==> src/rtl/mem_stage_pkg.sv <==
// Shared types and constants for the memory pipeline stage.
// Latency: n/a (types only).
// Backpressure: n/a (types only).
package mem_stage_pkg;

  localparam int WORD_W = 32;
  localparam int REG_W  = 5;

  // Contents of the EXE/MEM pipeline register.
  typedef struct packed {
    logic              valid;
    logic              wreg;
    logic              m2reg;
    logic              wmem;
    logic [REG_W-1:0]  rn;
    logic [WORD_W-1:0] b;
    logic [WORD_W-1:0] alu;
  } exmem_t;

  // A memory op (load or store) whose byte address is not word aligned.
  function automatic logic is_misaligned(input exmem_t m);
    return m.valid && (m.wmem || m.m2reg) && (m.alu[1:0] != 2'b00);
  endfunction

endpackage

==> src/rtl/mem_stage_if.sv <==
// Bundle of EXE-side inputs, hazard controls and MEM/WB-side outputs of mem_stage.
// Latency: n/a (wiring only).
// Backpressure: stall/flush come from the hazard unit through this bundle.
// Ports: master = upstream/hazard side driving e*, stall, flush;
//        slave  = mem_stage, driving the m*/w* registers and error flag.
interface mem_stage_if;
  import mem_stage_pkg::*;

  logic              ewreg;
  logic              em2reg;
  logic              ewmem;
  logic [REG_W-1:0]  ern;
  logic [WORD_W-1:0] eb;
  logic [WORD_W-1:0] ealu;
  logic              stall;
  logic              flush;

  logic              mwreg;
  logic              mm2reg;
  logic              mwmem;
  logic [REG_W-1:0]  mrn;
  logic [WORD_W-1:0] malu;

  logic              wwreg;
  logic              wm2reg;
  logic [REG_W-1:0]  wrn;
  logic [WORD_W-1:0] walu;
  logic [WORD_W-1:0] wdo;

  logic              misalign;
  logic [WORD_W-1:0] bad_addr;

  modport master (
    output ewreg, em2reg, ewmem, ern, eb, ealu, stall, flush,
    input  mwreg, mm2reg, mwmem, mrn, malu,
    input  wwreg, wm2reg, wrn, walu, wdo, misalign, bad_addr
  );

  modport slave (
    input  ewreg, em2reg, ewmem, ern, eb, ealu, stall, flush,
    output mwreg, mm2reg, mwmem, mrn, malu,
    output wwreg, wm2reg, wrn, walu, wdo, misalign, bad_addr
  );

endinterface

==> src/rtl/mem_stage_data_ram.sv <==
// Word-addressed data memory: synchronous write, asynchronous read, no reset.
// Latency: write lands at the clock edge, read is combinational.
// Backpressure: none; the caller gates the write enable.
// Ports: clk, we, addr (word address), wdata, rdata.
module data_ram
  import mem_stage_pkg::*;
#(
  parameter int DEPTH = 64,
  parameter int AW    = 6
) (
  input  logic              clk,
  input  logic              we,
  input  logic [AW-1:0]     addr,
  input  logic [WORD_W-1:0] wdata,
  output logic [WORD_W-1:0] rdata
);

  logic [WORD_W-1:0] mem [DEPTH];

  always_ff @(posedge clk) begin
    if (we) begin
      mem[addr] <= wdata;
    end
  end

  // A same-word read during a write returns the old contents.
  assign rdata = mem[addr];

endmodule

==> src/rtl/mem_stage.sv <==
// MEM pipeline stage: EXE/MEM register, data memory access, MEM/WB register, misalign trap.
// Latency: 1 cycle EXE->MEM outputs, 1 cycle MEM->WB outputs.
// Backpressure: stall holds EXE/MEM and sends a bubble to WB; flush bubbles EXE/MEM.
// Ports: clk, rst (sync, active-high), bus (mem_stage_if.slave: EXE inputs,
//        stall/flush, forwarding outputs m*, writeback outputs w*, misalign/bad_addr).
module mem_stage
  import mem_stage_pkg::*;
#(
  parameter int DEPTH = 64,
  parameter int AW    = 6
) (
  input  logic        clk,
  input  logic        rst,
  mem_stage_if.slave  bus
);

  exmem_t            m_q;
  logic              misaligned;
  logic              we;
  logic [AW-1:0]     waddr;
  logic [WORD_W-1:0] rdata;

  logic              wvalid;
  logic              wwreg_q;
  logic              wm2reg_q;
  logic [REG_W-1:0]  wrn_q;
  logic [WORD_W-1:0] walu_q;
  logic [WORD_W-1:0] wdo_q;

  logic              misalign_q;
  logic [WORD_W-1:0] bad_addr_q;

  // EXE/MEM register: rst > flush > stall > load.
  always_ff @(posedge clk) begin
    if (rst || bus.flush) begin
      m_q <= '0;
    end else if (!bus.stall) begin
      m_q <= '{valid: 1'b1,
               wreg:  bus.ewreg,
               m2reg: bus.em2reg,
               wmem:  bus.ewmem,
               rn:    bus.ern,
               b:     bus.eb,
               alu:   bus.ealu};
    end
  end

  // Upper address bits are dropped, so addresses wrap modulo DEPTH words.
  assign waddr      = m_q.alu[AW+1:2];
  assign misaligned = is_misaligned(m_q);

  // A stalled store writes once, on the release cycle; flush only affects
  // the instruction entering EXE/MEM, so it does not block this write.
  assign we = m_q.valid && m_q.wmem && !bus.stall && !misaligned && !rst;

  data_ram #(
    .DEPTH (DEPTH),
    .AW    (AW)
  ) u_ram (
    .clk   (clk),
    .we    (we),
    .addr  (waddr),
    .wdata (m_q.b),
    .rdata (rdata)
  );

  // MEM/WB register. A stall inserts a bubble while the data fields hold;
  // a misaligned access is killed by dropping its valid bit.
  always_ff @(posedge clk) begin
    if (rst) begin
      wvalid   <= 1'b0;
      wwreg_q  <= 1'b0;
      wm2reg_q <= 1'b0;
      wrn_q    <= '0;
      walu_q   <= '0;
      wdo_q    <= '0;
    end else if (bus.stall) begin
      wvalid   <= 1'b0;
      wwreg_q  <= 1'b0;
      wm2reg_q <= 1'b0;
    end else begin
      wvalid   <= m_q.valid && !misaligned;
      wwreg_q  <= m_q.wreg;
      wm2reg_q <= m_q.m2reg;
      wrn_q    <= m_q.rn;
      walu_q   <= m_q.alu;
      wdo_q    <= rdata;
    end
  end

  // Sticky trap: only the first misaligned access records its address.
  always_ff @(posedge clk) begin
    if (rst) begin
      misalign_q <= 1'b0;
      bad_addr_q <= '0;
    end else if (misaligned && !bus.stall && !misalign_q) begin
      misalign_q <= 1'b1;
      bad_addr_q <= m_q.alu;
    end
  end

  assign bus.mwreg    = m_q.wreg;
  assign bus.mm2reg   = m_q.m2reg;
  assign bus.mwmem    = m_q.wmem;
  assign bus.mrn      = m_q.rn;
  assign bus.malu     = m_q.alu;

  assign bus.wwreg    = wvalid && wwreg_q;
  assign bus.wm2reg   = wvalid && wm2reg_q;
  assign bus.wrn      = wrn_q;
  assign bus.walu     = walu_q;
  assign bus.wdo      = wdo_q;

  assign bus.misalign = misalign_q;
  assign bus.bad_addr = bad_addr_q;

endmodule

==> src/flat_wrapper.sv <==
// flat-port wrapper written by rule: the top's interface ports become plain ports
module mem_stage_flat import mem_stage_pkg::*;
#(
  parameter int DEPTH = 64,
  parameter int AW    = 6
)
  (clk, rst, bus_ewreg, bus_em2reg, bus_ewmem, bus_ern, bus_eb, bus_ealu, bus_stall, bus_flush, bus_mwreg, bus_mm2reg, bus_mwmem, bus_mrn, bus_malu, bus_wwreg, bus_wm2reg, bus_wrn, bus_walu, bus_wdo, bus_misalign, bus_bad_addr);
  mem_stage_if bus_i ();
  input  logic clk;
  input  logic rst;
  input wire logic [$bits(bus_i.ewreg)-1:0] bus_ewreg;
  input wire logic [$bits(bus_i.em2reg)-1:0] bus_em2reg;
  input wire logic [$bits(bus_i.ewmem)-1:0] bus_ewmem;
  input wire logic [$bits(bus_i.ern)-1:0] bus_ern;
  input wire logic [$bits(bus_i.eb)-1:0] bus_eb;
  input wire logic [$bits(bus_i.ealu)-1:0] bus_ealu;
  input wire logic [$bits(bus_i.stall)-1:0] bus_stall;
  input wire logic [$bits(bus_i.flush)-1:0] bus_flush;
  output wire logic [$bits(bus_i.mwreg)-1:0] bus_mwreg;
  output wire logic [$bits(bus_i.mm2reg)-1:0] bus_mm2reg;
  output wire logic [$bits(bus_i.mwmem)-1:0] bus_mwmem;
  output wire logic [$bits(bus_i.mrn)-1:0] bus_mrn;
  output wire logic [$bits(bus_i.malu)-1:0] bus_malu;
  output wire logic [$bits(bus_i.wwreg)-1:0] bus_wwreg;
  output wire logic [$bits(bus_i.wm2reg)-1:0] bus_wm2reg;
  output wire logic [$bits(bus_i.wrn)-1:0] bus_wrn;
  output wire logic [$bits(bus_i.walu)-1:0] bus_walu;
  output wire logic [$bits(bus_i.wdo)-1:0] bus_wdo;
  output wire logic [$bits(bus_i.misalign)-1:0] bus_misalign;
  output wire logic [$bits(bus_i.bad_addr)-1:0] bus_bad_addr;
  assign bus_i.ewreg = bus_ewreg;
  assign bus_i.em2reg = bus_em2reg;
  assign bus_i.ewmem = bus_ewmem;
  assign bus_i.ern = bus_ern;
  assign bus_i.eb = bus_eb;
  assign bus_i.ealu = bus_ealu;
  assign bus_i.stall = bus_stall;
  assign bus_i.flush = bus_flush;
  assign bus_mwreg = bus_i.mwreg;
  assign bus_mm2reg = bus_i.mm2reg;
  assign bus_mwmem = bus_i.mwmem;
  assign bus_mrn = bus_i.mrn;
  assign bus_malu = bus_i.malu;
  assign bus_wwreg = bus_i.wwreg;
  assign bus_wm2reg = bus_i.wm2reg;
  assign bus_wrn = bus_i.wrn;
  assign bus_walu = bus_i.walu;
  assign bus_wdo = bus_i.wdo;
  assign bus_misalign = bus_i.misalign;
  assign bus_bad_addr = bus_i.bad_addr;
  mem_stage #(.DEPTH(DEPTH), .AW(AW)) u_core (.clk(clk), .rst(rst), .bus(bus_i));
endmodule
==> config.mk <==
export PLATFORM = sky130hd
export DESIGN_NAME = mem_stage_flat
export DESIGN_NICKNAME = d
export VERILOG_FILES = /design/src/rtl/mem_stage_pkg.sv /design/src/rtl/mem_stage_if.sv /design/src/rtl/mem_stage_data_ram.sv /design/src/rtl/mem_stage.sv /design/src/flat_wrapper.sv
export SDC_FILE = /design/constraint.sdc
export NUM_CORES = 2
export LEC_CHECK = 0
export CAP_MARGIN = 0
export CORE_UTILIZATION = 50
export CTS_BUF_LIST = sky130_fd_sc_hd__clkbuf_16
export CTS_CLUSTER_DIAMETER = 120
export DETAILED_ROUTE_END_ITERATION = 12
export PLACE_DENSITY_LB_ADDON = 0.2
export SLEW_MARGIN = 20
export SYNTH_ARGS = -nofsm -noshare
export SYNTH_HDL_FRONTEND = slang
export SYNTH_HIERARCHICAL = 1
export SYNTH_SLANG_ARGS = --single-unit
export TNS_END_PERCENT = 5
==> constraint.sdc <==
create_clock -name clk -period 4 [get_ports clk]
set_input_delay 0.6 -clock clk [delete_from_list [all_inputs] [get_ports clk]]
set_output_delay 0.6 -clock clk [all_outputs]
set_load 0.01 [all_outputs]
Yosys cells after proc, flatten, opt, wreduce, memory -nomap -nowiden
Memories as Yosys holds them, arrays and structs flattened. A register that Yosys moved wholly into a read port is not among the register bits. Index checks and enable logic that the tools add are counted. W data, S select, Z words.

Reduce and logical (&&, ||, !) cells: 20. Add/sub/neg operators: 0. Magnitude comparators: 0. Bitwise operators: 0. Equality and inequality tests: 0. Shift operators: 0. Multiplexer cells: 2. $mul: 0. Div/mod/pow operators: 0.

Operators with widths (count): $logic_and A1 B1 Y1 (11); $logic_not A1 Y1 (5); $logic_or A1 B1 Y1 (2); $mux W1 (2); $reduce_bool A2 Y1 (1); $reduce_or A2 Y1 (1).

Input bits: 76. Logic and storage cells: 37. Bits in writable memories: 2048. Bits in latches: 0. Memories: 1. ROM bits: 0. Register bits: 146. Output and inout port bits: 144.

Memory list: u_core.u_ram.mem (depth 64, bits a word 32, rd ports 1, clocked after Yosys merged registers in 1, write ports 1, RTL line mem_stage_data_ram.sv:18) `logic [WORD_W-1:0] mem [DEPTH];`.

Logic depth before layout (Yosys ltp)
Depth in word-level cells: 8. Depth in mapped cells: 15. Depth with buffers taken out: 8.

Hierarchy
The synthesis kept the hierarchy.

By module, submodules not included: data_ram (cells an instance 4207, area each 78287.6 um2, instances 1); mem_stage (cells an instance 649, area each 6889.1 um2, instances 1).

Worst setup path before layout
OpenSTA, ideal clock, no wires.

Path kind: flip-flop to flip-flop. From: register u_core.m_q (netlist bit u_core/bus.malu[4]). To: memory u_core.u_ram.mem[15][0] (enable). Arrival time: 3.207 ns. Library setup time: 0.421 ns. Required time: 3.579 ns. Setup slack: 0.371 ns. Cell stages (with the launch flop): 9. Cell sequence: dfxtp_1 buf_2 buf_2 buf_2 buf_2 buf_2 buf_2 nand3_1 nor2_1.

RTL lines: start: declaration (RTL line mem_stage.sv:17) `exmem_t m_q;`; start signal: assignment (RTL line mem_stage.sv:38) `m_q <= '{valid: 1'b1,`; end: declaration (RTL line mem_stage_data_ram.sv:18).

No word-level cell before the write port.

==> metrics.md <==
| Metric | Value |
|---|---|
| Worst EP arrival | 4.52 ns |
| Placed cells | 7,266 |
| Synthesized cell area | 85,200 sq um |
| Yosys cell types | 63 |
| WL per Instance | 33.2 um |
| # fillers | 12,500 |
| Ports | 220 |
| Final Cell Area | 99,100 sq um |
| Kind of critical path | flip-flop to flip-flop |
| Root Buffer | clkbuf_16 |
| DRT iter0 DRCs | 6,434 |
| Clock Skew | 0.0431 ns |
| Critical Path End Type | flip-flop |
| Area delta synth->final | 16.4% |
| H-tree depth | 4 |
| TritonCTS buffer count | 213 |
| CP startpoint kind | flip-flop |
| Min Tclk post-route | 3.79 ns |
| Sequential share of the synthesized area | 76.4% |
| Prevailing post-synth register cell | edfxtp_1 |
| Area contributors post-synth | edfxtp_1, mux2i_1, dfxtp_1, mux4_2, mux2_2 |
| CTS tree | done |
| Syn_nets | 4,932 |
| Placer Congestion | 0.917 |
| Vias per cell | 6.44 |
| Residual DRC | 0 |
| Final Hold Vio Count | 0 |
| FP Rows | 151 |
| Initial Utilization | 50.3% |
| Clock tree buffer depth | 3 |
| Crit path max-delay family | buffers and inverters |
| Die H | 415 um |
| Clock-pin slew on the worst setup and hold paths | 0.06 ns |
| Antenna Nets Post-Route | 0 |
| Avg Cell Area, Syn | 17.5 sq um |
| Seq. cell area | 65,100 sq um |
| PostCTS Resize Cnt | 0 |
| Finish-stage setup viols | 0 |
| EDFF count, synth | 2,048 |
| Top cell by count, worst path | buf_4 |
| Global route total overflow | 0 |
| Total power | 46.1 mW |
| Fin crit share | 94.7% |
| Drt first pass iters | 8 |
| P per Cell Area | 465 nW/um^2 |
| Slew HR | 17.7% |
| Layout Nets | 5,340 |
| GRT Total Usage | 29.3% |
| Clock latency on the worst-skew pair | 0.87 ns |
| Antenna violations before repair | 13 |
| Vias in the first global route | 47,100 |
| Worst path slowest cell | a2111oi_1 |
| Total number of yosys warnings | 6 |
| Outcome | finished clean |
| Worst Hold Class | primary input to flip-flop |
| Crit-path cells | inv_1 -> buf_4 -> nor2_2 -> buf_4 -> a22oi_1 -> a31oi_1 -> a2111oi_1 -> buf_4 -> nand3_1 -> mux2i_1 -> nor2_1 |
| TNS Setup | 0 ns |
| Max cap viols | 0 |
| Final Non-Filler Cells | 7,663 |
| Worst path max stage delay | 0.77 ns |
| Crit path max fanout | 29 |
| F_max | 264 MHz |
| Max-slew violations | 0 |
| Fraction of registers with async set/reset | 0% |
| Largest net degree at the start of global routing | 90 |
| First-pass GRT wire length | 358 mm |
| Area of the multi-input gates | 18,900 sq um |
| Critical Path RT | 4.73 ns |
| DIE AREA | 172,000 sq um |
| Layout cells sized above 1 | 18.6% |
| Core area | 169,000 sq um |
| I/O Buffers | 219 |
| Yosys reg bits | 2,226 |
| Crit path buf inv count | 4 |
| Synth top area share | 72.2% |
| Dominant cell type by area after synthesis | edfxtp_1 |
| RSZ-0062 raised after global routing | no |
| Worst Max-Slew Pin Slew | 1.23 ns |
| Post-CTS Setup Inserts | 0 |
| Die Wd | 415 um |
| Vias after detailed routing | 49,400 |
| Leakage | 35.5 nW |
| Hpwl dp | 159 mm |
| Routed wire length | 255 mm |
| Syn Inst Count | 4,856 |
| CTS hold repair buffers | 0 |
| Peak VDD IR | 0.000465 V |
| Placed Area | 92,400 sq um |
| Clock Sinks | 2,226 |
==> final timing paths <==
check	start	to	slack [ns]	cells after the start
setup / recovery	u_core/bus.malu[4]	u_core/bus.wdo[10]	0.21	11
hold / removal	bus_stall	u_core/wwreg_q	0.09	3
setup reg to reg	u_core/bus.malu[4]	u_core/bus.wdo[10]	0.21	11
hold reg to reg	u_core/bus.bad_addr[16]	u_core/bus.bad_addr[16]	0.47	2
==> synth_stat cells, types with 34 or more instances <==
cell      number
a21oi_1      122
o21ai_0       84
a22oi_1      188
clkbuf_1     180
o22ai_1       93
o22a_1        70
mux4_2        96
a31oi_1       43
mux2i_1      432
and3_1        85
dfxtp_1      178
nand2b_1      52
buf_1         34
buf_2        100
edfxtp_1    2048
buf_4         54
nor2_1       288
a22o_1        66
a221oi_1     175
nand3_1       54
mux2_2       147
==> metrics by stage <==
step	hold slack (ns)	util, %	setup WS, ns
CTS	0.0326	58.5	0.00484
finish	0.0880	58.6	0.213
floorplan	0.450	-	0.371
global placement	0.459	54.6	-0.0467
global route	0.0697	58.5	0.110
detailed placement	0.470	54.6	0.0685
==> layout make-up <==
cell class	count	share of cell area, %
Multi-Input combinational cell	2250	19.1
Clock buffer	213	5.38
Inverter	3	0.0189
Sequential cell	2226	65.7
Antenna cell	6	0.0151
Timing Repair Buffer	570	5.68
Clock inverter	177	1.34
Tap cell	2218	2.80
==> placed cells by master, fill, tap and decap left out, types with 122 or more instances in the layout <==
cell	n
nor2_1	220
clkbuf_16	213
mux2i_1	432
dfxtp_1	143
a221oi_1	175
mux2_2	147
buf_4	288
clkdlybuf4s50_1	217
a22oi_1	188
a21oi_1	122
edfxtp_1	2048
==> layer usage <==
layer	GRT usage (%)	wire length, um	share of wire (%)
met2	45.4	118000	46
met3	7.08	28700	11
met5	0	36	0.014
met4	12.0	11000	4.3
met1	39.9	96700	38
==> where the power goes <==
| part | internal [mW] | switching (mW) | leakage, nW |
|---|---|---|---|
| combinational | 0.527 | 0.924 | 8.48 |
| clock | 10.5 | 8.70 | 3.46 |
| sequential | 25.3 | 0.168 | 23.6 |
| total | 36.3 | 9.79 | 35.5 |
==> registers in the layout, indices dropped and copies added, names as in the netlist <==
name and cells:
u_core/wvalid 1, u_core/bus.wdo 32, u_core/bus.misalign 1, u_core/bus.bad_addr 32
u_core/bus.mrn 5, u_core/wm2reg_q 1, u_core/bus.mm2reg 1, u_core/wwreg_q 1
u_core/u_ram/mem 2048, u_core/bus.malu 32, u_core/bus.wrn 5, u_core/bus.mwmem 1
u_core/m_q 33, u_core/bus.walu 32, u_core/bus.mwreg 1
==> kinds of logic (layout without fill, tap and decap cells) <==
logic type             after synthesis  in the layout  share of synthesized area (%)
flip-flops                        2226           2226                           76.4
AO/OA/AOI/OAI                      936            936                           8.06
AND/OR/NAND/NOR                    639            639                           3.82
buffers and inverters              380            963                           2.18
other                                0              6                              0
multiplexers                       675            675                           9.56
==> tightest hold or removal path: cells and delay by family <==
| kind | cells | cell delay [ns] |
|---|---|---|
| buf+inv | 1 | 0.11 |
| simple gates | 2 | 0.20 |
(Power assumes the default switching activity.)
